## src/rtl/qrd_input_sequencer.sv

```systemverilog
// Input sequencer for the 4-tap QRD-RLS array: buffers {x, d} samples, builds the
// x(n)..x(n-3) tap line and emits one update strobe per sample, spaced ISSUE_GAP cycles.
module qrd_input_sequencer #(
  parameter int DATA_LENGTH = 8,
  parameter int FIFO_DEPTH  = 4,
  parameter int ISSUE_GAP   = 32
) (
  input  logic                          clk,
  input  logic                          rst,
  input  logic                          clear,
  input  logic                          s_valid,
  output logic                          s_ready,
  input  logic [DATA_LENGTH-1:0]        s_x,
  input  logic [DATA_LENGTH-1:0]        s_d,
  output logic [DATA_LENGTH-1:0]        input_to_BC1,
  output logic [DATA_LENGTH-1:0]        input_to_IC1,
  output logic [DATA_LENGTH-1:0]        input_to_IC2,
  output logic [DATA_LENGTH-1:0]        input_to_IC3,
  output logic [DATA_LENGTH-1:0]        input_signal_sk,
  output logic                          ready_in_sig,
  output logic [$clog2(FIFO_DEPTH):0]   fifo_level,
  output logic [15:0]                   issue_count,
  output logic                          state_dbg
);

  localparam int AW = $clog2(FIFO_DEPTH);
  localparam int CW = $clog2(ISSUE_GAP + 1);
  localparam int DW = 2 * DATA_LENGTH;

  typedef enum logic {IDLE = 1'b0, GAP = 1'b1} state_t;

  state_t             state;
  logic [CW-1:0]      gap_cnt;
  logic [DW-1:0]      mem [FIFO_DEPTH];
  logic [AW-1:0]      wr_ptr;
  logic [AW-1:0]      rd_ptr;
  logic [DW-1:0]      head;
  logic               full;
  logic               empty;
  logic               push;
  logic               issue;

  // Handshake: a sample transfers on a rising edge where s_valid and s_ready are both
  // high; s_ready depends only on the registered level, clear and reset, never on s_valid.
  assign full    = (fifo_level == (AW + 1)'(FIFO_DEPTH));
  assign empty   = (fifo_level == '0);
  assign s_ready = rst && !full && !clear;
  assign push    = s_valid && s_ready;
  assign head    = mem[rd_ptr];

  // Issue when idle, or exactly when the spacing window closes; clear always suppresses it.
  assign issue   = !clear && !empty &&
                   ((state == IDLE) || ((state == GAP) && (gap_cnt == CW'(1))));

  assign state_dbg = (state == GAP);

  always_ff @(posedge clk) begin
    if (push) begin
      mem[wr_ptr] <= {s_x, s_d};
    end
  end

  always_ff @(posedge clk or negedge rst) begin
    if (!rst) begin
      wr_ptr     <= '0;
      rd_ptr     <= '0;
      fifo_level <= '0;
    end else if (clear) begin
      wr_ptr     <= '0;
      rd_ptr     <= '0;
      fifo_level <= '0;
    end else begin
      if (push) wr_ptr <= wr_ptr + AW'(1);
      if (issue) rd_ptr <= rd_ptr + AW'(1);
      case ({push, issue})
        2'b10:   fifo_level <= fifo_level + (AW + 1)'(1);
        2'b01:   fifo_level <= fifo_level - (AW + 1)'(1);
        default: fifo_level <= fifo_level;
      endcase
    end
  end

  always_ff @(posedge clk or negedge rst) begin
    if (!rst) begin
      state           <= IDLE;
      gap_cnt         <= '0;
      ready_in_sig    <= 1'b0;
      issue_count     <= '0;
      input_to_BC1    <= '0;
      input_to_IC1    <= '0;
      input_to_IC2    <= '0;
      input_to_IC3    <= '0;
      input_signal_sk <= '0;
    end else begin
      ready_in_sig <= 1'b0;
      if (clear) begin
        input_to_BC1    <= '0;
        input_to_IC1    <= '0;
        input_to_IC2    <= '0;
        input_to_IC3    <= '0;
        input_signal_sk <= '0;
      end else if (issue) begin
        input_to_IC3    <= input_to_IC2;
        input_to_IC2    <= input_to_IC1;
        input_to_IC1    <= input_to_BC1;
        input_to_BC1    <= head[DW-1:DATA_LENGTH];
        input_signal_sk <= head[DATA_LENGTH-1:0];
        ready_in_sig    <= 1'b1;
        issue_count     <= issue_count + 16'd1;
      end

      // The spacing counter runs regardless of clear so strobes never come too close.
      case (state)
        IDLE: begin
          if (issue) begin
            state   <= GAP;
            gap_cnt <= CW'(ISSUE_GAP);
          end
        end
        GAP: begin
          if (gap_cnt == CW'(1)) begin
            if (issue) begin
              gap_cnt <= CW'(ISSUE_GAP);
            end else begin
              state   <= IDLE;
              gap_cnt <= '0;
            end
          end else begin
            gap_cnt <= gap_cnt - CW'(1);
          end
        end
        default: begin
          state   <= IDLE;
          gap_cnt <= '0;
        end
      endcase
    end
  end

endmodule

```

## config.mk

```make
export PLATFORM = sky130hd
export DESIGN_NAME = qrd_input_sequencer
export DESIGN_NICKNAME = d
export VERILOG_FILES = /design/src/rtl/qrd_input_sequencer.sv
export SDC_FILE = /design/constraint.sdc
export NUM_CORES = 1
export LEC_CHECK = 0
export BUFFER_PORTS_ARGS = -buffer_cell sky130_fd_sc_hd__clkbuf_2
export CAP_MARGIN = 25
export CORE_MARGIN = 1.5
export CORE_UTILIZATION = 51
export CTS_CLUSTER_DIAMETER = 30
export DETAILED_ROUTE_END_ITERATION = 16
export PLACE_DENSITY = 0.8
export RECOVER_POWER = 100
export SYNTH_ARGS = -nofsm -noshare
export SYNTH_HDL_FRONTEND = slang
export SYNTH_SLANG_ARGS = --single-unit
export TNS_END_PERCENT = 5
```

## constraint.sdc

```tcl
create_clock -name clk -period 2.11 [get_ports clk]
set_input_delay 0.1055 -clock clk [delete_from_list [all_inputs] [get_ports clk]]
set_output_delay 0.1055 -clock clk [all_outputs]
set_load 0.05 [all_outputs]
```

Word-level counts from Yosys, hierarchy flattened
Memory sizes are Yosys's and may differ from the RTL's.
Cells that the tools add are included.

storage, ports and cells
  memory bits (writable) = 64
  memory bits (read-only) = 0
  bits in latches = 0
  memories = 1
  output and inout port bits = 62
  bits in registers = 71

operators by class
  $lt $le $gt $ge = 0
  divide/modulo/power cells = 0
  bitwise logic cells = 2
  $mul = 0
  shift-type cells = 0
  multiplexer cells = 26
  reductions and logical operators = 15
  eq/ne operators = 5
  add/sub/neg operators = 6

memory list
  name  depth  width  rd ports  clocked after Yosys merged registers in  write ports  line  text
  mem   4      16     1         0                                        1            34    logic [DW-1:0] mem [FIFO_DEPTH];

operator list
  operator                                          count
  2-to-1 mux 8 bit                                  10
  2-to-1 mux 6 bit                                  3
  adder 16 x 1 -> 16 bit, second input constant     1
  one-hot mux 6 bit (2 select lines)                1
  2-to-1 mux 2 bit                                  4
  == test 6 x 1 -> 1 bit, second input constant     1
  logical AND 1 bit                                 6
  one-hot mux 3 bit (2 select lines)                1
  subtractor 6 x 1 -> 6 bit, second input constant  1
  2-to-1 mux 1 bit                                  5
  adder 2 x 1 -> 2 bit, second input constant       2
  nonzero test 2 bit                                2
  adder 3 x 1 -> 3 bit, second input constant       1
  == test 3 bit, second input constant              1
  zero test 1 bit                                   3
  zero test 3 bit                                   1
  2-to-1 mux 3 bit                                  1
  nonzero test 3 bit                                1
  subtractor 3 x 1 -> 3 bit, second input constant  1
  == test 2 x 1 -> 1 bit, second input constant     1
  == test 2 bit, second input constant              1
  != test 2 bit, second input constant              1
  NOT 1 bit                                         2
  one-hot mux 1 bit (2 select lines)                1
  2 further kinds                                   2

Depth between registers and ports, before layout
Gate-level depths: netlist of run 1.

  word-level depth = 8
  depth in mapped cells = 11

Least setup slack after synthesis of run 1
No wires, ideal clock.

  path kind = reg2reg
  start point = register fifo_level[0]
  end point = register fifo_level[2]
  data required time = 2009 ps
  cell stages (with the launch flop) = 10
  arrival = 2509 ps
  slack = -499 ps
  path buffers = 1
  cells stage by stage = dfrtp_1 -> nor2_1 -> a21oi_1 -> buf_2 -> nor2_1 -> fa_1 -> nor2b_1 -> a21boi_0 -> or3_1 -> o32ai_1

between the ends
  word-level cells in the longest chain between the ends = 8

ends and longest elaborated chain
  what                                                            line  text
  start, declared                                                 21    output logic [$clog2(FIFO_DEPTH):0] fifo_level,
  start signal, assigned                                          76    2'b10: fifo_level <= fifo_level + (AW + 1)'(1);
  start signal, assigned                                          77    2'b01: fifo_level <= fifo_level - (AW + 1)'(1);
  start signal, assigned                                          78    default: fifo_level <= fifo_level;
  == test 3 bit                                                   45    assign full = (fifo_level == (AW + 1)'(FIFO_DEPTH));
  zero test 1 bit                                                 47    assign s_ready = rst && !full && !clear;
  logical AND 1 bit (2 in a row)                                  47
  logical AND 1 bit                                               48    assign push = s_valid && s_ready;
  == test 2 x 1 -> 1 bit / == test 2 bit (equally long branches)  75    case ({push, issue})
  one-hot mux 3 bit (2 select lines)                              75
  2-to-1 mux 3 bit                                                68    end else if (clear) begin

Several ways; a longest one is shown, not always the timed one.
A chain may end at the register's enable or synchronous reset.

Worst setup path in the final report of run 1
  start point = register gap_cnt[1]
  end point = register fifo_level[2]

between the ends
  word-level cells in the longest chain between the ends = 7

ends and longest elaborated chain
  what                                                            line  text
  start, declared                                                 33    logic [CW-1:0] gap_cnt;
  start signal, assigned                                          117   gap_cnt <= CW'(ISSUE_GAP);
  start signal, assigned                                          123   gap_cnt <= CW'(ISSUE_GAP);
  start signal, assigned                                          129   gap_cnt <= gap_cnt - CW'(1);
  == test 6 x 1 -> 1 bit (*)                                      53    ((state == IDLE) || ((state == GAP) && (gap_cnt == CW'(1))));
  logical AND 1 bit (*)                                           53
  logical OR 1 bit (*)                                            53
  logical AND 1 bit (*)                                           52    assign issue = !clear && !empty &&
  == test 2 x 1 -> 1 bit / == test 2 bit (equally long branches)  75
  one-hot mux 3 bit (2 select lines)                              75
  2-to-1 mux 3 bit                                                68

Mark *: on every way between the ends. The rest lies on a longest branch, timed or not.

==> results.yml, run 1 <==
worst_setup_path:
  cp_data_required_time_ns: 2.42
  crit_chain: "inv_1 -> ha_1 -> nor2b_1 -> a21bo_4 -> nand2_4 -> nor2_1 -> fa_2 -> nor2b_1 -> a21boi_0 -> or3_1 -> o32ai_2"
  start_kind: "register"
  arrival_ns: 2.53
  crit_buf_inv: 1
  crit_family: "simple AND/OR/NAND/NOR gates"
  worstPathMaxFanout: 3
  worst_path_most_repeated_cell: "nor2b_1"
  reg2reg_slack_ns: -0.11
  r2r_cells: 11
  reg2reg_from: "gap_cnt[1]"
  cp-end-kind: "register"
  crit_path_max_incr_delay_ns: 0.35
  path_class: "register to register"
  slowest_stage: "fa_2"
  reg2reg_to: "fifo_level[2]"
clock_tree:
  cts_buffers: 17
  cts-root-buf: "clkbuf_16"
  post_cts_buffers: 0
  cts_tree: "done"
  insertion_delay_ns: 0.41
  clk_path_buf_depth: 2
  htree_levels: 4
  cts_sinks: 135
  clkTransAtPathRegs_ns: 0.06
logic_synthesis:
  yosysMostFrequentCell: "dfrtp_1"
  synthFlopType: "dfrtp_1"
  avgSynthCellArea_um2: 13.5
  ys_seq_area_frac: 0.634
  synth_edf_count: 64
  async_flop_share: 0.526
  synth.largest_area_cell: "edfxtp_1"
  ys_seq_elements: 135
  synth_area_leaders: "edfxtp_1 (33%), dfrtp_1 (30%), mux4_2 (6.2%)"
  synth_common_cells: "dfrtp_1 (71), edfxtp_1 (64), nand3_1 (48), nand2b_1 (42), o21ai_0 (38)"
  synth_fp_nets: 459
  yosys_warnings: 0
  synth_top_area_share: 0.329
  syn-cell-area_um2: 5840
  netlist_instances: 431
  ys_types: 56
min_path:
  min_path_cells: 5
  min_from: "s_valid"
  hold_path_class: "primary input to register"
  worstHoldEndpoint: "fifo_level[0]"
floorplan:
  rows: 38
  fp.coreArea_um2: 11000
  ioPinCount: 82
  die_w_um: 110
  dieArea_um2: 12100
  start_util: 0.531
  die_h_um: 110
finish:
  insertedDiodeCount: 0
  area_delta_synth_final_pct: 23.1
  finalNetCount: 575
  drive_gt1_frac: 0.181
  fillers: 811
  seqCellArea_um2: 3710
  multi_input_comb_area_um2: 1990
  finalNonFillerCells: 699
drt:
  first_iter_violations: 299
  wl_per_cell_um: 17.7
  route.detailed.drc: 0
  ant_nets: 0
  avgViaCountPerCell: 5.65
  dr.pass1.iters: 5
  vias: 3950
  finalWirelength_um: 12400
sta:
  max_freq_ghz: 0.450
  tns_ns: -0.113
  finalCritPeriodShare: 1.05
  hold_viol_final: 0
  finalSetupViolCount: 1
  setup_ws_ns: -0.113
  slew_violations: 0
  rsz0062_at_grt: "true"
  fin_skew_ns: 0.00765
  max_slew_margin: 0.545
  worst_slew_pin_slew_ns: 0.683
  post-route-min-period_ns: 2.22
global_routing:
  track_usage: 0.219
  grt_pass1_vias: 3924
  gr-total-overflow: 0
  grt_max_degree: 65
  antenna_found_initial: 0
  grt_pass1_wl_um: 19700
placement:
  gp_congestion: 0.817
  dp_hpwl_um: 7520
  numPlacedInstances: 651
  portBuffers: 81
power_and_ir_drop:
  p_sw_mw: 3.08
  pwr_density_cell_nw_per_um2: 1240
  p_int_mw: 5.84
  seqPwrFrac: 0.366
  leakage_nw: 2.74
  pwr-share-comb: 0.303
  sw_frac_of_total: 0.346
  pwr-share-clk: 0.331
  vdd_drop_max_uv: 1120
status:
  violations: "negative setup slack"
  status: "finished with violations"
run:
  cap_violations: 0
sequential cells by signal, summed over array words and instances (netlist names), 2 cells and up:
name	cells
mem	64
issue_count	16
input_signal_sk	8
input_to_BC1	8
input_to_IC1	8
input_to_IC2	8
input_to_IC3	8
gap_cnt	6
fifo_level	3
rd_ptr	2
wr_ptr	2
worst max path at each step:
stage,cells past startpoint,slack [ns],to,start
floorplan,10,-0.08,fifo_level[2],gap_cnt[0]
global placement,10,-0.002,fifo_level[2],gap_cnt[0]
detailed placement,10,-0.07,fifo_level[2],gap_cnt[0]
CTS,11,-0.09,fifo_level[2],gap_cnt[1]
global route,10,-0.23,fifo_level[2],gap_cnt[0]
finish,11,-0.11,fifo_level[2],gap_cnt[1]
cells in the final DEF, fill, tap and decap left out, types with 3 or more instances in the layout:
cell type,count
clkbuf_1,77
dfrtp_1,67
edfxtp_1,64
nand3_1,48
nand2b_1,42
o21ai_0,40
buf_4,24
xnor2_1,18
clkbuf_16,17
dlygate4sd3_1,17
mux4_2,16
nand4_1,11
nand2_1,9
clkbuf_2,8
nor2_1,7
ha_1,7
inv_1,6
and3_1,5
nor2b_1,4
nor3_1,4
and2_0,3
a21oi_1,3
or3_1,3
mux2_2,3
bufinv_16,3
clkinvlp_4,3
dfrtp_2,3
through the flow:
stage / utilization / setup slack, ns / cell area, um^2 / power, mW / hold slack [ns]
after global placement: 0.594 / -0.00218 / 6520 / 5.96 / 0.204
after detailed placement: 0.594 / -0.0659 / 6520 / 6.03 / 0.206
final: 0.654 / -0.113 / 7180 / 8.93 / 0.170
after global routing: 0.654 / -0.235 / 7180 / 9.35 / 0.201
after CTS: 0.664 / -0.0891 / 7290 / 9.03 / 0.153
after floorplan: - / -0.0799 / 5870 / 5.33 / -0.190
logic make-up after synthesis:
kind of cell,count (synthesis),synth area share
simple gates,151,0.151
flops,135,0.634
compound gates,62,0.0658
mux,22,0.0735
fa+ha+maj,8,0.0184
buf+inv,35,0.0307
xor+xnor,18,0.0270
power groups by stage:
stage,sequential [mW],combinational [mW],clock [mW]
floorplan,3.82,1.51,0
finish,3.27,2.71,2.95
global route,3.30,2.93,3.11
CTS,3.26,2.77,2.99
detailed placement,3.31,2.72,0
global placement,3.30,2.67,0
layout make-up:
type	count	share of cell area
clock inverter	12	0.0213
inverter	6	0.00314
multi-input combinational	261	0.277
clock buffer	19	0.0617
timing repair buffer	126	0.0968
sequential	135	0.516
tap	140	0.0244
per-layer routing:
layer  wire [um]  GRT usage  share of wire
met1        5420      0.289           0.44
met2        6040      0.350           0.49
met3         716     0.0588          0.058
met4         219     0.0835          0.018
met5           0          0              0
worst register-to-register path, stage by stage, from the launching register on:
cell and delay, ns:
dfrtp_1 0.34, inv_1 0.06, ha_1 0.17, nor2b_1 0.14, a21bo_4 0.23, nand2_4 0.06, nor2_1 0.05, fa_2 0.35
nor2b_1 0.16, a21boi_0 0.12, or3_1 0.34, o32ai_2 0.11
what timing repair did:
action / 4_1_cts / 5_1_grt
hold buffers: 17 / 0
endpoints found under the hold margin: 95 / 0
endpoints found under the setup margin: 1 / 21
resized for setup: 1 / 1
No activity file was read; power rests on OpenSTA's default activity.
==> inputs of run 2 (changes only) <==
BUFFER_PORTS_ARGS = -buffer_cell sky130_fd_sc_hd__buf_4   (was -buffer_cell sky130_fd_sc_hd__clkbuf_2)
CORE_UTILIZATION = 57   (was 51)
PLACE_DENSITY = 0.84   (was 0.8)
clock period = 2.35 ns   (was 2.11 ns; I/O delays follow)
==> results.yml, run 2 (same netlist as run 1, synthesis figures left out) <==
min_path:
  hold_path_class: "primary input to register"
  worstHoldEndpoint: "fifo_level[0]"
  min_from: "s_valid"
  min_path_cells: 5
placement:
  dp_hpwl_um: 7480
  dp_worst_setup_slack_ns: 0.0299
  portBuffers: 81
  gp_congestion: 0.824
sta:
  rsz0062_at_grt: "true"
  max_slew_margin: 0.397
  max_freq_ghz: 0.426
  worst_slew_pin_slew_ns: 0.905
  hold_viol_final: 0
  fin_skew_ns: 0.0112
  post-route-min-period_ns: 2.35
  finalCritPeriodShare: 0.999
  finalSetupViolCount: 0
  slew_violations: 0
  setup_ws_ns: 0.00190
clock_tree:
  cts-root-buf: "clkbuf_8"
  clkTransAtPathRegs_ns: 0.06
  clk_path_buf_depth: 2
  insertion_delay_ns: 0.53
  cts_buffers: 17
  htree_levels: 4
  cts_tree: "done"
  cts_sinks: 135
worst_setup_path:
  path_class: "register to register"
  crit_chain: "ha_4 -> nor2b_4 -> a21bo_4 -> nand2_4 -> nor2_2 -> fa_2 -> nor2b_4 -> a21boi_2 -> or3_4 -> o32ai_2"
  slowest_stage: "fa_2"
  arrival_ns: 2.78
  reg2reg_to: "fifo_level[2]"
  cp-end-kind: "register"
  r2r_cells: 10
  reg2reg_from: "gap_cnt[0]"
  crit_path_max_incr_delay_ns: 0.43
  worst_path_most_repeated_cell: "nor2b_4"
  cp_data_required_time_ns: 2.78
  reg2reg_slack_ns: 0.002
  start_kind: "register"
  worstPathMaxFanout: 4
global_routing:
  grt_pass1_wl_um: 20600
  grt_max_degree: 73
  antenna_found_initial: 0
  gr-total-overflow: 0
  track_usage: 0.248
  grt_pass1_vias: 3960
finish:
  top_register: "mem"
  top_regs: "mem (64), issue_count (16)"
  drive_gt1_frac: 0.186
  insertedDiodeCount: 0
  final_common_cell: "clkbuf_1"
  finalNetCount: 564
  largest_register_ffs: 64
  final_cell_mix: "clkbuf_1 (74), dfrtp_1 (68), edfxtp_1 (64)"
  area_delta_synth_final_pct: 22.3
status:
  status: "finished clean"
floorplan:
  ioPinCount: 82
  fp.coreArea_um2: 9860
  die_h_um: 104
  start_util: 0.592
  rows: 36
  dieArea_um2: 10900
  die_w_um: 104
power_and_ir_drop:
  p_total_mw: 7.99
  pwr_density_cell_nw_per_um2: 1120
  vdd_drop_max_uv: 646
  leakage_nw: 2.70
drt:
  first_iter_violations: 270
  vias: 3980
  route.detailed.drc: 0
  ant_nets: 0
  wl_per_cell_um: 19.2
  avgViaCountPerCell: 5.84
  finalWirelength_um: 13100
  dr.pass1.iters: 5
run:
  cap_violations: 0
## run 2: how the worst max path moves through the flow
| stage | start | end | slack (ns) |
|---|---|---|---|
| floorplan | fifo_level[2] | fifo_level[2] | 0.01 |
| global placement | gap_cnt[0] | fifo_level[2] | 0.14 |
| detailed placement | gap_cnt[0] | fifo_level[2] | 0.03 |
| CTS | gap_cnt[1] | fifo_level[2] | 0.02 |
| global route | gap_cnt[0] | fifo_level[2] | -0.06 |
| finish | gap_cnt[0] | fifo_level[2] | 0.002 |
## run 2: critical path: cells and delay by family (launching register included)
| family | cells | cell delay [ns] |
|---|---|---|
| compound gates | 3 | 0.47 |
| fa+ha+maj | 2 | 0.60 |
| flops | 1 | 0.41 |
| simple gates | 5 | 0.78 |
## run 2: metal layers
metal | track usage | share of wire
met5 | 0 | 0
met4 | 0.0873 | 0.013
met3 | 0.0545 | 0.056
met2 | 0.407 | 0.51
met1 | 0.331 | 0.42
## run 2: power breakdown
group | internal (mW) | switching, mW | total, mW
Combinational | 0.822 | 1.63 | 2.45
Sequential | 2.72 | 0.254 | 2.97
Clock | 1.45 | 1.11 | 2.56
Total | 4.99 | 3.00 | 7.99
## run 2: what timing repair did
item,4_1_cts,5_1_grt
hold buffers,17,0
hold endpoints to repair,135,0
pin swaps,0,5
setup buffers,0,3
endpoints found under the setup margin,1,1
gates resized for setup,4,14
## run 2: through the flow
stage          cell area, um^2  hold slack [ns]  utilization  setup TNS [ns]  cells
3_3_place_gp              6580            0.317        0.667               0    630
4_1_cts                   7330           0.0118        0.743               0    679
6_report                  7140            0.109        0.724               0    682
5_1_grt                   7140            0.127        0.724          -0.108    682
2_1_floorplan             5850           -0.178            -               0    431
3_5_place_dp              6580            0.320        0.667               0    630
## run 2: cell type report
type	instances	area [um^2]
clock buffer	17	414
clock inverter	15	155
fill	704	2730
inverter	6	22.5
multi-input combinational	261	2050
sequential	135	3700
tap	133	166
timing repair buffer	115	628
==> inputs of run 3 (changes only) <==
RECOVER_POWER = unset   (was 100)
==> results.yml, run 3 (same netlist as run 1, synthesis figures left out) <==
status:
  status: "finished clean"
power_and_ir_drop:
  p_int_mw: 5.10
  pwr_density_cell_nw_per_um2: 1090
  p_total_mw: 8.11
  seqPwrFrac: 0.367
  pwr-share-comb: 0.317
  vdd_drop_max_uv: 681
  leakage_nw: 3.00
  p_sw_mw: 3.01
  pwr-share-clk: 0.316
  sw_frac_of_total: 0.371
finish:
  final_common_cell: "buf_4"
  utilization: 0.752
  insertedDiodeCount: 0
  largest_register_ffs: 64
  drive_gt1_frac: 0.322
  final_cell_mix: "buf_4 (98), dfrtp_1 (67), edfxtp_1 (64)"
  top_regs: "mem (64), issue_count (16)"
  finalNetCount: 564
  area_delta_synth_final_pct: 27.1
  finalNonFillerCells: 682
  fillers: 595
  top_register: "mem"
min_path:
  hold_path_class: "primary input to register"
  min_from: "s_valid"
  worstHoldEndpoint: "fifo_level[0]"
  min_path_cells: 5
sta:
  hold_viol_final: 0
  max_freq_ghz: 0.426
  fin_skew_ns: 0.0116
  finalCritPeriodShare: 0.999
  rsz0062_at_grt: "true"
  setup_ws_ns: 0.00184
  worst_slew_pin_slew_ns: 0.914
  finalSetupViolCount: 0
  slew_violations: 0
  holdWs_ns: 0.105
  max_slew_margin: 0.391
  post-route-min-period_ns: 2.35
worst_setup_path:
  reg2reg_to: "fifo_level[2]"
  start_kind: "register"
  crit_family: "simple AND/OR/NAND/NOR gates"
  cp-end-kind: "register"
  reg2reg_slack_ns: 0.002
  slowest_stage: "fa_2"
  crit_chain: "ha_4 -> nor2b_4 -> a21bo_4 -> nand2_4 -> nor2_2 -> fa_2 -> nor2b_4 -> a21boi_2 -> or3_4 -> o32ai_2"
  r2r_cells: 10
  path_class: "register to register"
  crit_buf_inv: 0
  arrival_ns: 2.78
  cp_data_required_time_ns: 2.78
  crit_path_max_incr_delay_ns: 0.42
  worst_path_most_repeated_cell: "nor2b_4"
  reg2reg_from: "gap_cnt[0]"
  worstPathMaxFanout: 4
  worstSetupStartpoint: "gap_cnt[0]"
drt:
  finalWirelength_um: 13100
  dr.pass1.iters: 4
  avgViaCountPerCell: 5.84
  vias: 3984
  route.detailed.drc: 0
  first_iter_violations: 274
  ant_nets: 0
  wl_per_cell_um: 19.1
global_routing:
  grt_use_met2: 0.407
  track_usage: 0.248
  grt_use_met3: 0.0545
  antenna_found_initial: 0
  grt_pass1_wl_um: 20600
  gr-total-overflow: 0
  gr-usage-met1: 0.331
  grt_max_degree: 73
  grt.busiest_layer: "met2"
  grt_pass1_vias: 3960
clock_tree:
  cts_buffers: 17
  cts_tree: "done"
  clkTransAtPathRegs_ns: 0.06
  clk_path_buf_depth: 2
  insertion_delay_ns: 0.53
  cts-root-buf: "clkbuf_8"
  cts_sinks: 135
  htree_levels: 4
floorplan:
  dieArea_um2: 10900
  rows: 36
  die_w_um: 104
  die_h_um: 104
  start_util: 0.592
  fp.coreArea_um2: 9860
  ioPinCount: 82
placement:
  dp_worst_setup_slack_ns: 0.0299
  portBuffers: 81
  dp_hpwl_um: 7480
  numPlacedInstances: 630
  gp_congestion: 0.824
run:
  cap_violations: 0
==> run 3: cell types whose count changed in the layout (fill, tap and decap cells not counted) <==
| cell | before | now |
|---|---|---|
| dfrtp_2 | 2 | 3 |
| clkbuf_1 | 74 | 0 |
| or2_1 | 0 | 1 |
| or2_0 | 1 | 0 |
| dfrtp_1 | 68 | 67 |
| buf_4 | 24 | 98 |
==> run 3: how the worst max path moves through the flow <==
stage                    end  slack, ns  cells past startpoint
6_report       fifo_level[2]      0.002                     10
4_1_cts        fifo_level[2]       0.02                     11
3_3_place_gp   fifo_level[2]       0.14                     10
5_1_grt        fifo_level[2]      -0.06                     10
2_1_floorplan  fifo_level[2]       0.01                     10
3_5_place_dp   fifo_level[2]       0.03                     10
==> run 3: area by class of cell <==
type | count | area, um^2 | share of cell area
Clock inverter | 15 | 155 | 0.0209
Timing Repair Buffer | 115 | 906 | 0.122
Sequential cell | 135 | 3710 | 0.500
Inverter | 6 | 22.5 | 0.00304
Multi-Input combinational cell | 261 | 2050 | 0.276
Clock buffer | 17 | 414 | 0.0558
Tap cell | 133 | 166 | 0.0224
==> run 3: repair_timing <==
| action | in CTS | in global routing |
|---|---|---|
| resized for setup | 4 | 14 |
| hold buffers | 17 | 0 |
| pin swaps | 0 | 5 |
| hold endpoints to repair | 135 | 0 |
| setup buffers | 0 | 3 |
| endpoints found under the setup margin | 1 | 1 |
==> run 3: worst min-delay path: stages <==
cell	delay, ns
buf_4	0.13
nand3b_4	0.13
xnor2_1	0.07
nand2_1	0.08
a221oi_2	0.06
==> run 3: per-stage QoR <==
stage,area [um^2],setup TNS (ns)
2_1_floorplan,5850,0
3_3_place_gp,6580,0
3_5_place_dp,6580,0
4_1_cts,7330,0
5_1_grt,7420,-0.108
6_report,7420,0
==> run 3: per-layer routing <==
metal	vias to the layer above	share of wire	routed length [um]
met1	2010	0.41	5400
met3	17	0.062	803
met5	-	0	0
li1	1794	-	-
met2	163	0.51	6660
met4	0	0.014	183
==> run 3: power by group through the flow <==
stage / Clock [mW] / Combinational (mW) / Sequential [mW]
floorplan: 0 / 1.33 / 3.42
global placement: 0 / 2.32 / 2.97
detailed placement: 0 / 2.39 / 2.99
CTS: 2.59 / 2.45 / 2.95
global route: 2.70 / 2.72 / 3.01
finish: 2.57 / 2.57 / 2.98
